**config.mk**
```make
export PLATFORM = sky130hd
export DESIGN_NAME = memory_stage
export DESIGN_NICKNAME = d
export VERILOG_FILES = /design/src/rtl/mips_pkg.sv /design/src/rtl/dmem_handshake.sv /design/src/rtl/memory_stage.sv
export SDC_FILE = /design/constraint.sdc
export NUM_CORES = 1
export LEC_CHECK = 0
export CAP_MARGIN = 25
export CORE_ASPECT_RATIO = 0.8
export CORE_MARGIN = 1.5
export CORE_UTILIZATION = 34
export DETAILED_ROUTE_END_ITERATION = 8
export PLACE_DENSITY = 0.72
export SYNTH_ARGS = -nofsm -noshare
export SYNTH_HDL_FRONTEND = slang
export SYNTH_SLANG_ARGS = --single-unit
```
**constraint.sdc**
```tcl
create_clock -name clk_46 -period 2.5 [get_ports clk_46]
set_input_delay 0.75 -clock clk_46 [delete_from_list [all_inputs] [get_ports clk_46]]
set_output_delay 0.75 -clock clk_46 [all_outputs]
set_load 0.02 [all_outputs]
```
**src/rtl/mips_pkg.sv**
```systemverilog
// Shared definitions for the five-stage core: opcodes, memory-stage state and
// writeback bundle.
package mips_pkg;

    localparam logic [5:0] OP_ADD  = 6'b110001;
    localparam logic [5:0] OP_LDW  = 6'b010111;
    localparam logic [5:0] OP_MUL  = 6'b100111;
    localparam logic [5:0] OP_BLT  = 6'b010110;
    localparam logic [5:0] OP_STW  = 6'b010101;
    localparam logic [5:0] OP_BR   = 6'b000110;
    localparam logic [5:0] OP_ADDI = 6'b000100;
    localparam logic [5:0] OP_BEQ  = 6'b100110;
    localparam logic [5:0] OP_NOPE = 6'b111111;

    typedef enum logic {
        IDLE   = 1'b0,
        ACCESS = 1'b1
    } mem_state_t;

    // Writeback control fields; the data word travels beside it because its
    // width is a module parameter.
    typedef struct packed {
        logic       en;
        logic [5:0] opcode;
        logic [5:0] rd;
    } wb_bundle_t;

    function automatic logic is_mem_op(input logic [5:0] op);
        return (op == OP_LDW) || (op == OP_STW);
    endfunction

endpackage

```
**src/rtl/dmem_handshake.sv**
```systemverilog
// Data-memory request/ack FSM: latches the access, holds the request and,
// when MEM_TIMEOUT_EN is defined, aborts an access that never gets an ack.
module dmem_handshake
    import mips_pkg::*;
#(
    parameter int DATA_W  = 32,
    parameter int TIMEOUT = 16
) (
    input  logic              clk_i,
    input  logic              rst_i,
    input  logic              mem_op_i,
    input  logic              we_i,
    input  logic [DATA_W-1:0] addr_i,
    input  logic [DATA_W-1:0] wdata_i,
    input  logic              ack_i,
    output logic              busy_o,
    output logic              done_o,
    output logic              abort_o,
    output logic              stall_o,
    output logic              req_o,
    output logic              we_o,
    output logic [DATA_W-1:0] addr_o,
    output logic [DATA_W-1:0] wdata_o
);

    if (TIMEOUT < 1) begin : g_bad_timeout
        $error("dmem_handshake: TIMEOUT must be at least 1");
    end

    mem_state_t        state_q, state_d;
    logic              we_q, we_d;
    logic [DATA_W-1:0] addr_q, addr_d;
    logic [DATA_W-1:0] wdata_q, wdata_d;
    logic              expire;

`ifdef MEM_TIMEOUT_EN
    localparam int CNT_W = (TIMEOUT > 1) ? $clog2(TIMEOUT) : 1;

    logic [CNT_W-1:0] cnt_q, cnt_d;

    // Counter is 0 in the first request cycle, so expiry lands on the
    // TIMEOUT-th cycle of the request.
    assign expire = (state_q == ACCESS) && (cnt_q == CNT_W'(TIMEOUT - 1));

    always_comb begin
        cnt_d = '0;
        if (state_q == ACCESS) begin
            cnt_d = cnt_q + CNT_W'(1);
        end
    end

    always_ff @(posedge clk_i) begin
        if (rst_i) begin
            cnt_q <= '0;
        end else begin
            cnt_q <= cnt_d;
        end
    end
`else
    assign expire = 1'b0;
`endif

    always_comb begin
        state_d = state_q;
        we_d    = we_q;
        addr_d  = addr_q;
        wdata_d = wdata_q;
        done_o  = 1'b0;
        abort_o = 1'b0;
        stall_o = 1'b0;
        case (state_q)
            IDLE: begin
                if (mem_op_i) begin
                    stall_o = 1'b1;
                    we_d    = we_i;
                    addr_d  = addr_i;
                    wdata_d = wdata_i;
                    state_d = ACCESS;
                end
            end
            ACCESS: begin
                // Ack wins over a simultaneous expiry.
                stall_o = !(ack_i || expire);
                if (ack_i) begin
                    done_o  = 1'b1;
                    state_d = IDLE;
                end else if (expire) begin
                    abort_o = 1'b1;
                    state_d = IDLE;
                end
            end
        endcase
    end

    always_ff @(posedge clk_i) begin
        if (rst_i) begin
            state_q <= IDLE;
            we_q    <= 1'b0;
            addr_q  <= '0;
            wdata_q <= '0;
        end else begin
            state_q <= state_d;
            we_q    <= we_d;
            addr_q  <= addr_d;
            wdata_q <= wdata_d;
        end
    end

    assign busy_o  = (state_q == ACCESS);
    assign req_o   = busy_o;
    assign we_o    = we_q;
    assign addr_o  = addr_q;
    assign wdata_o = wdata_q;

endmodule

```
**src/rtl/memory_stage.sv**
```systemverilog
// Memory-access pipeline stage: issues LDW/STW over the dmem handshake and
// registers the writeback bundle. Optional access timeout via MEM_TIMEOUT_EN.
module memory_stage
    import mips_pkg::*;
#(
    parameter int DATA_W  = 32,
    parameter int TIMEOUT = 16
) (
    input  logic              clk_46,
    input  logic              rst_46,
    input  logic [5:0]        opcode_46,
    input  logic [DATA_W-1:0] alu_out_46,
    input  logic [DATA_W-1:0] alu_src_46,
    input  logic [5:0]        dest_reg_46,
    input  logic [5:0]        targ_reg_46,
    output logic              stall_46,
    output logic              dmem_req_46,
    output logic              dmem_we_46,
    output logic [DATA_W-1:0] dmem_addr_46,
    output logic [DATA_W-1:0] dmem_wdata_46,
    input  logic              dmem_ack_46,
    input  logic [DATA_W-1:0] dmem_rdata_46,
    output logic              wb_en_46,
    output logic [5:0]        wb_opcode_46,
    output logic [5:0]        wb_reg_46,
    output logic [DATA_W-1:0] wb_data_46,
    output logic              err_46
);

    logic              mem_op;
    logic              busy, done, abort;
    logic [5:0]        op_q, op_d;
    logic [5:0]        targ_q, targ_d;
    wb_bundle_t        wb_q, wb_d;
    logic [DATA_W-1:0] wb_data_q, wb_data_d;

    assign mem_op = is_mem_op(opcode_46);

    dmem_handshake #(
        .DATA_W  (DATA_W),
        .TIMEOUT (TIMEOUT)
    ) u_hs (
        .clk_i   (clk_46),
        .rst_i   (rst_46),
        .mem_op_i(mem_op),
        .we_i    (opcode_46 == OP_STW),
        .addr_i  (alu_out_46),
        .wdata_i (alu_src_46),
        .ack_i   (dmem_ack_46),
        .busy_o  (busy),
        .done_o  (done),
        .abort_o (abort),
        .stall_o (stall_46),
        .req_o   (dmem_req_46),
        .we_o    (dmem_we_46),
        .addr_o  (dmem_addr_46),
        .wdata_o (dmem_wdata_46)
    );

    // A bubble (all zero) is registered whenever nothing retires this cycle.
    always_comb begin
        op_d      = op_q;
        targ_d    = targ_q;
        wb_d      = '0;
        wb_data_d = '0;
        if (!busy) begin
            if (mem_op) begin
                op_d   = opcode_46;
                targ_d = targ_reg_46;
            end else begin
                wb_d.opcode = opcode_46;
                case (opcode_46)
                    OP_ADD, OP_MUL: begin
                        wb_d.en   = 1'b1;
                        wb_d.rd   = dest_reg_46;
                        wb_data_d = alu_out_46;
                    end
                    OP_ADDI: begin
                        wb_d.en   = 1'b1;
                        wb_d.rd   = targ_reg_46;
                        wb_data_d = alu_out_46;
                    end
                    default: ;
                endcase
            end
        end else if (done) begin
            wb_d.opcode = op_q;
            if (op_q == OP_LDW) begin
                wb_d.en   = 1'b1;
                wb_d.rd   = targ_q;
                wb_data_d = dmem_rdata_46;
            end
        end else if (abort) begin
            wb_d.opcode = op_q;
        end
    end

    always_ff @(posedge clk_46) begin
        op_q   <= op_d;
        targ_q <= targ_d;
    end

    always_ff @(posedge clk_46) begin
        if (rst_46) begin
            wb_q      <= '0;
            wb_data_q <= '0;
        end else begin
            wb_q      <= wb_d;
            wb_data_q <= wb_data_d;
        end
    end

    assign wb_en_46     = wb_q.en;
    assign wb_opcode_46 = wb_q.opcode;
    assign wb_reg_46    = wb_q.rd;
    assign wb_data_46   = wb_data_q;

`ifdef MEM_TIMEOUT_EN
    logic err_q;

    always_ff @(posedge clk_46) begin
        if (rst_46) begin
            err_q <= 1'b0;
        end else begin
            err_q <= abort;
        end
    end

    assign err_46 = err_q;
`else
    assign err_46 = 1'b0;
`endif

endmodule

```
==> flow_metrics.tcl, run 1 <==
set metrics [dict create \
    status "finished, final reports clean" \
    synth_area_leaders "dfxtp_1 53%, nand2_1 12%, edfxtp_1 8.6%" \
    synth_area_leader_cell "dfxtp_1" \
    syn_to_final_growth_pct 76.03 \
    p_leak_uw 0.002671 \
    hp-class "reg -> reg" \
    grt_setup_unrepaired "false" \
    clock-sinks 123 \
    netlist_instances 442 \
    crit_start "opcode_46[5]" \
    grt_pass1_vias 4075 \
    root_buffer "clkbuf_16" \
    synth-seq-cells 123 \
    total_power_uw 4875 \
    dieWidth_um 127.5 \
    io_pins 230 \
    synth_fp_nets 559 \
    rows 36 \
    dpl_cell_area_um2 6822 \
    fin_tns_setup_ns 0 \
    hp-start "u_hs.wdata_o[14]" \
    fin_worst_skew_ns 0.008606 \
    nFillCells 1014 \
    grt_pass1_wl_mm 20.52 \
    arrival_ns 1.64 \
    num_vias 4116 \
    clk_pin_slew_worst_paths_ns 0.05 \
    clock_path_buffers 2 \
    powerDensity_nw_per_um2 657.3 \
    grt_start_max_net_pins 40 \
    dr.pass1.iters 4 \
    die_y_um 102.6 \
    mostFrequentLayoutCells "222 x clkdlybuf4s50_1, 133 x nand2_1, 111 x dfxtp_1" \
    dieArea_um2 13070 \
    worstSetupPathType "in -> out" \
    ys_warn_count 0 \
    synth_area_um2 4213 \
    hold_ws_ns 0.4508 \
    required_ns 1.75 \
    n_antenna_cell 0 \
    gp_congestion 0.7867 \
    ant_nets 0 \
    r2r_start "u_hs.busy_o" \
    holdBufCountCts 0 \
    grt_overflow 0 \
    coreArea_um2 12120 \
    fin_crit_sh_pct 95.44 \
    max_cap_violations 0 \
    synth-edff-count 12 \
    synth.distinct_cells 33 \
    avgSynthCellArea_um2 9.531 \
    hpwl_mm 9.641 \
    h-tree-depth 4 \
    grt_antenna_before_repair 0 \
    hold_viol_final 0 \
    fin_area_um2 7416 \
    drv_slew 0 \
    avgViaCountPerCell 4.860 \
    crit_path_end_kind "output pin" \
    fmax_mhz 419.1 \
    port_buffers 228 \
    cts_inserted_buffers 17 \
    final_util_pct 61.20 \
    grt_usage_pct 20.24 \
    drtIter0Drc 166 \
    start_util_pct 34.77 \
    crit_path_start_kind "input port" \
    yosysSeqAreaShare_pct 61.30 \
    drc 0 \
    synthFlopType "dfxtp_1" \
    worstSkewPairLatency_ns 0.40 \
    yosysTopAreaCellShare_pct 52.75 \
    fin_crit_ns 2.386 \
    fin_nets 800 \
    synthArstFlopShare_pct 0 \
    wl_per_cell_um 15.90 \
    crit_path_max_fanout 2 \
    drt-total-wl_mm 13.47 \
    layout_commonest_cell "clkdlybuf4s50_1" \
    finalSetupViolations 0 \
    ir_worst_vdd_v 0.0003815 \
    cts_tree "yes" \
    drive_above_1_share_pct 9.640 \
]
cells in the mapped netlist, drive strengths merged, types with 2 or more instances:
master and count:
a21oi 70, a221o 6, a22o 14, a22oi 2, a32o 18, buf 15, clkbuf 18, dfxtp 111
edfxtp 12, inv 7, nand2 135, nor2 9, nor2b 4, nor3 7, or3b 2
cell families (layout without fill, tap and decap cells):
kind of cell    Yosys count  count (layout)  synth area share (%)
buf+inv                  40             293                 4.188
compound gates          113             113                 18.15
simple gates            165             165                 16.28
flops                   123             123                 61.30
other cells               1               1               0.08901
report_power, final:
part,leakage [uW],internal [uW],switching (uW)
combinational,0.00138,246,165
sequential,0.00101,2020,11.7
clock,0.000289,1600,831
total,0.00267,3870,1010
path summary, 6_finish.rpt:
| kind | end | slack [ns] | cells past startpoint |
|---|---|---|---|
| worst max-delay path | stall_46 | 0.11 | 5 |
| worst min-delay path | u_hs.wdata_o[14] | 0.45 | 2 |
| worst min register to register | u_hs.wdata_o[14] | 0.45 | 2 |
| worst max register to register | wb_data_46[25] | 0.76 | 6 |
metrics by stage:
step	worst slack (ns)	std cells
after floorplan	0.2655	442
after global placement	-0.5437	815
after detailed placement	-0.5706	815
after CTS	0.1187	847
after global routing	0.08029	847
final	0.1141	847
flip-flops by register name (all words and copies together), names as in the netlist:
| signal | cells |
|---|---|
| op_q | 6 |
| targ_q | 6 |
| u_hs.addr_o | 32 |
| u_hs.busy_o | 1 |
| u_hs.wdata_o | 32 |
| u_hs.we_o | 1 |
| wb_data_46 | 32 |
| wb_en_46 | 1 |
| wb_opcode_46 | 6 |
| wb_reg_46 | 6 |
cell type report:
cell class	count	area, um^2	share of cell area (%)
Tap cell	152	190.2	2.565
Clock buffer	25	506.7	6.833
Timing Repair Buffer	255	2560	34.52
Sequential cell	123	2582	34.82
Multi-Input combinational cell	279	1466	19.77
Clock inverter	6	83.83	1.130
Inverter	7	26.28	0.3543
what timing repair did:
item                                    in CTS  in global routing
resized for setup                           10                  0
setup buffers                                1                  0
endpoints found under the setup margin       1                  0
per-layer routing:
layer	part of all wire [%]	routed length (um)	GRT usage [%]
met1	41	5586	23.54
met2	51	6853	35.72
met3	6.8	919	6.175
met4	0.81	109	7.343
met5	0	0	0
critical path, cell delays in order:
cell	delay, ns
dlygate4sd2_1	0.25
and4bb_2	0.32
a21oi_2	0.07
nor2_1	0.11
buf_4	0.15
Note: power is estimated with default switching activity, not from simulation.
==> inputs of run 2 (changes only) <==
--- a/config.mk
+++ b/config.mk
@@ -8,9 +8,10 @@
 export CAP_MARGIN = 25
 export CORE_ASPECT_RATIO = 0.8
 export CORE_MARGIN = 1.5
-export CORE_UTILIZATION = 34
+export CORE_UTILIZATION = 39
 export DETAILED_ROUTE_END_ITERATION = 8
-export PLACE_DENSITY = 0.72
+export GPL_ROUTABILITY_DRIVEN = 0
+export PLACE_DENSITY = 0.81
 export SYNTH_ARGS = -nofsm -noshare
 export SYNTH_HDL_FRONTEND = slang
 export SYNTH_SLANG_ARGS = --single-unit
==> run 2 against run 1 <==
  * Sequential power about the same
  * Via count grew 0.87%
  * Core utilization rose by 9.1 points
  * Highest routed layer unchanged
  * Setup slack gained 0.0074 ns
  * Critical path depth did not move
  * Non-clock buffer count is 1 lower
  * Clock-buffer cell count decreased by 4
  * Global-route usage grew 3.3 points
  * Sequential cell count stayed put
  * Power decreased by 6.0%
  * First-iteration DRC count is 57% higher
==> flow_metrics.tcl, run 2 (synthesis results as in run 1) <==
set metrics [dict create \
    die_y_um 95.96 \
    grt_setup_unrepaired "false" \
    grt_pass1_wl_mm 20.88 \
    hp-start "u_hs.addr_o[0]" \
    ir_worst_vdd_v 0.0004275 \
    hold_ws_ns 0.4513 \
    worstSkewPairLatency_ns 0.40 \
    rows 33 \
    h-tree-depth 4 \
    fin_nets 799 \
    crit_path_cell_trace "dlygate4sd2_1, and4bb_2, a21oi_2, nor2_1, buf_4" \
    drc 0 \
    cts_tree "yes" \
    clk_pin_slew_worst_paths_ns 0.05 \
    fin_worst_skew_ns 0.009511 \
    p_leak_uw 0.002618 \
    crit_path_max_fanout 2 \
    hp-class "reg -> reg" \
    grt_usage_pct 23.57 \
    crit_path_start_kind "input port" \
    avgViaCountPerCell 4.972 \
    dieWidth_um 119.2 \
    n_antenna_cell 0 \
    grt_start_max_net_pins 43 \
    max_cap_violations 0 \
    fmax_mhz 420.4 \
    dr.pass1.iters 4 \
    status "finished, final reports clean" \
    port_buffers 228 \
    cpLargestDelayFamily "simple AND/OR/NAND/NOR gates" \
    finalSetupViolations 0 \
    drive_above_1_share_pct 9.065 \
    hpwl_mm 9.893 \
    coreArea_um2 10360 \
    ant_nets 0 \
    drt-total-wl_mm 13.64 \
    r2r_start "u_hs.busy_o" \
    mostFrequentLayoutCells "222 x clkdlybuf4s50_1, 133 x nand2_1, 111 x dfxtp_1" \
    root_buffer "clkbuf_16" \
    dieArea_um2 11440 \
    num_vias 4152 \
    grt_pass1_vias 4230 \
    crit_start "opcode_46[3]" \
    syn_to_final_growth_pct 72.91 \
    cts_inserted_buffers 17 \
    layout_commonest_cell "clkdlybuf4s50_1" \
    fin_tns_setup_ns 0 \
    grt_antenna_before_repair 0 \
    slowest_stage "and4bb_2" \
    critPathMaxStageDelay_ns 0.31 \
    wl_per_cell_um 16.33 \
    clock-sinks 123 \
    fin_crit_ns 2.379 \
    fin_crit_sh_pct 95.14 \
    required_ns 1.75 \
    arrival_ns 1.63 \
    drv_slew 0 \
    io_pins 230 \
    crit_path_end_kind "output pin" \
    start_util_pct 40.65 \
    grt_overflow 0 \
    path_buf_inv 2 \
    r2r_setup_slack_ns 0.74 \
    clock_path_buffers 2 \
    drtIter0Drc 260 \
    hold_viol_final 0 \
    powerDensity_nw_per_um2 629.4 \
    worstSetupPathType "in -> out" \
]
run 2: cell types whose count changed in the layout (fill, tap and decap cells not counted):
| cell | delta |
|---|---|
| clkinv_4 | +1 |
| inv_4 | -1 |
| clkinv_1 | +4 |
| buf_12 | -3 |
| buf_4 | +2 |
| clkbuf_8 | -3 |
| bufinv_16 | -1 |
| clkinv_2 | +3 |
| clkinvlp_4 | -1 |
| clkbuf_16 | -1 |
run 2: timing repair:
action	in CTS	in global routing
hold buffers	0	0
setup buffers	1	0
resized for setup	10	0
setup endpoints to repair	1	0
run 2: worst paths after layout:
kind / to / depth (start not counted)
setup reg to reg: wb_reg_46[5] / 6
hold / removal: u_hs.addr_o[0] / 2
hold reg to reg: u_hs.addr_o[0] / 2
setup / recovery: stall_46 / 5
run 2: final cells by class:
| cell class | count | area [um^2] |
|---|---|---|
| inverter | 7 | 26.28 |
| timing repair buffer | 254 | 2515 |
| fill | 783 | 3079 |
| clock inverter | 11 | 78.83 |
| sequential | 123 | 2582 |
| tap | 140 | 175.2 |
| clock buffer | 21 | 440.4 |
| multi-input combinational | 279 | 1466 |
run 2: power by group:
group | switching, uW | internal (uW) | leakage, uW
Sequential | 11.9 | 2020 | 0.00101
Combinational | 165 | 242 | 0.00135
Clock | 802 | 1340 | 0.000258
run 2: metrics by stage:
step                      utilization, %  setup slack (ns)  instances  area [um^2]  total power, uW
after floorplan                        -            0.2655        442         4213             2186
after global placement             65.24           -0.5753        802         6761             2470
after detailed placement           65.24           -0.5495        802         6761             2479
after CTS                          70.29            0.1234        835         7284             4626
after global routing               70.29           0.08531        835         7284             4766
final                              70.29            0.1215        835         7284             4585
run 2: per-layer routing:
metal  track usage [%]  share of wire (%)  vias up
li1                  -                  -     2000
met1             26.85                 41     1982
met2             41.38                 50      151
met3             8.353                7.2       19
met4             8.635                1.7        0
met5                 0                  0        -
run 2: tightest hold or removal path, cell delays in order (launching register included):
cell and delay, ns:
dfxtp_1 0.30, nand2_1 0.05, a21oi_1 0.05
==> inputs of run 3 (changes only) <==
--- a/config.mk
+++ b/config.mk
@@ -5,6 +5,7 @@
 export SDC_FILE = /design/constraint.sdc
 export NUM_CORES = 1
 export LEC_CHECK = 0
+export ABC_AREA = 0
 export CAP_MARGIN = 25
 export CORE_ASPECT_RATIO = 0.8
 export CORE_MARGIN = 1.5
==> results of run 3 <==
Same layout as run 2: the final DEF is identical, and so are final timing and power.
==> edit, RTL diff (config.mk and constraints of run 3) <==
Build with the macro `MEM_TIMEOUT_EN` defined.
--- a/src/rtl/dmem_handshake.sv
+++ b/src/rtl/dmem_handshake.sv
@@ -1,4 +1,6 @@
 // Data-memory request/ack FSM: latches the access, holds the request and,
 // when MEM_TIMEOUT_EN is defined, aborts an access that never gets an ack.
+`define MEM_TIMEOUT_EN
+
 module dmem_handshake
     import mips_pkg::*;
Behaviour: same outputs for any inputs over 10 cycles, from zero or initial values and one cycle with rst_46 high; that may be too few to reach the edited logic, so the function may still have changed.
==> edit against run 3 <==
- sequential cell count grew 5
- synthesized cell count grew 0.45%
- routed wire length shrank 1.6%
- total power grew 9.6%
- synthesized area grew 4.2%
- count of clock-buffer cells in the layout shrank 1
- cell count grew 1.1%
- setup slack lost 0.067 ns
- critical endpoint unchanged
- final area grew 4.1%
- register-to-register slack gained 0.26 ns
==> edit: results (changes against run 3) <==
- Met1 usage: 26.3% (-0.56 points)
- Int Power: 3.97 mW (+10%)
- VDD IR max: 0.000460 V (+7.6%)
- Synth Area per Inst: 9.89 um^2 (+3.7%)
- Largest net degree at the start of global routing: 74 (+72%)
- # clk buffers: 20 (-4.8%)
- Yosys cell types: 36 (+9.1%)
- Met2 usage in global routing: 39.0% (-2.4 points)
- Routed WL: 13400 um (-1.6%)
- Total Routing Usage GR: 22.8% (-0.81 points)
- Synthesized area: 4390 um^2 (+4.2%)
- Clock network share of area: 8.14% (+1.0 points)
- Compound-Gate Fraction of Synth Area: 19.3% (+1.1 points)
- Slowest CP cell: clkdlybuf4s50_1
- Outcome: completed
- Detailed Place HPWL: 9650 um (-2.4%)
- Met1 WL: 5460 um (-2.0%)
- Input/output buffers: 229 (+0.44%)
- Register area: 2680 um^2 (+3.9%)
- LEAKAGE: 2.71 nW (+3.5%)
- Global-route wire length before repair: 21100 um (+1.1%)
- Met3 Resource Use GR: 7.77% (-0.58 points)
- Filler instances: 791 (+1.0%)
- Combinational share of power: 7.7% (-1.2 points)
- Signal inverters: 4 (-3)
- Ratio of total power to cell area: 663 nW/um^2 (+5.3%)
- Buffers, non-clock: 253 (-0.39%)
- Synth Net Count: 562 (+0.54%)
- Vias per cell: 4.99 (+0.27%)
- Detailed Route Iter0 Violations: 161 (-38%)
[edit: cell types whose count changed in the layout (fill, tap and decap cells not counted), moves of 5 or more]
cell,before,now
a221o_1,6,0
a22o_1,14,5
a22o_2,0,27
a22oi_1,2,11
a32o_1,18,0
dfxtp_1,111,116
nor3_1,7,2
o2bb2ai_1,0,6
[edit: final timing paths]
| kind | to | startpoint | slack (ns) | depth (start not counted) |
|---|---|---|---|---|
| worst max-delay path | stall_46 | dmem_ack_46 | 0.05 | 5 |
| worst min-delay path | u_hs.addr_o[24] | u_hs.addr_o[24] | 0.45 | 2 |
| worst max register to register | wb_data_46[29] | op_q[3] | 1.00 | 5 |
| worst min register to register | u_hs.addr_o[24] | u_hs.addr_o[24] | 0.45 | 2 |
[edit: critical path: cells and delay by family]
family	cells	cell delay [ns]
simple gates	1	0.08
compound gates	1	0.15
buf+inv	3	0.72
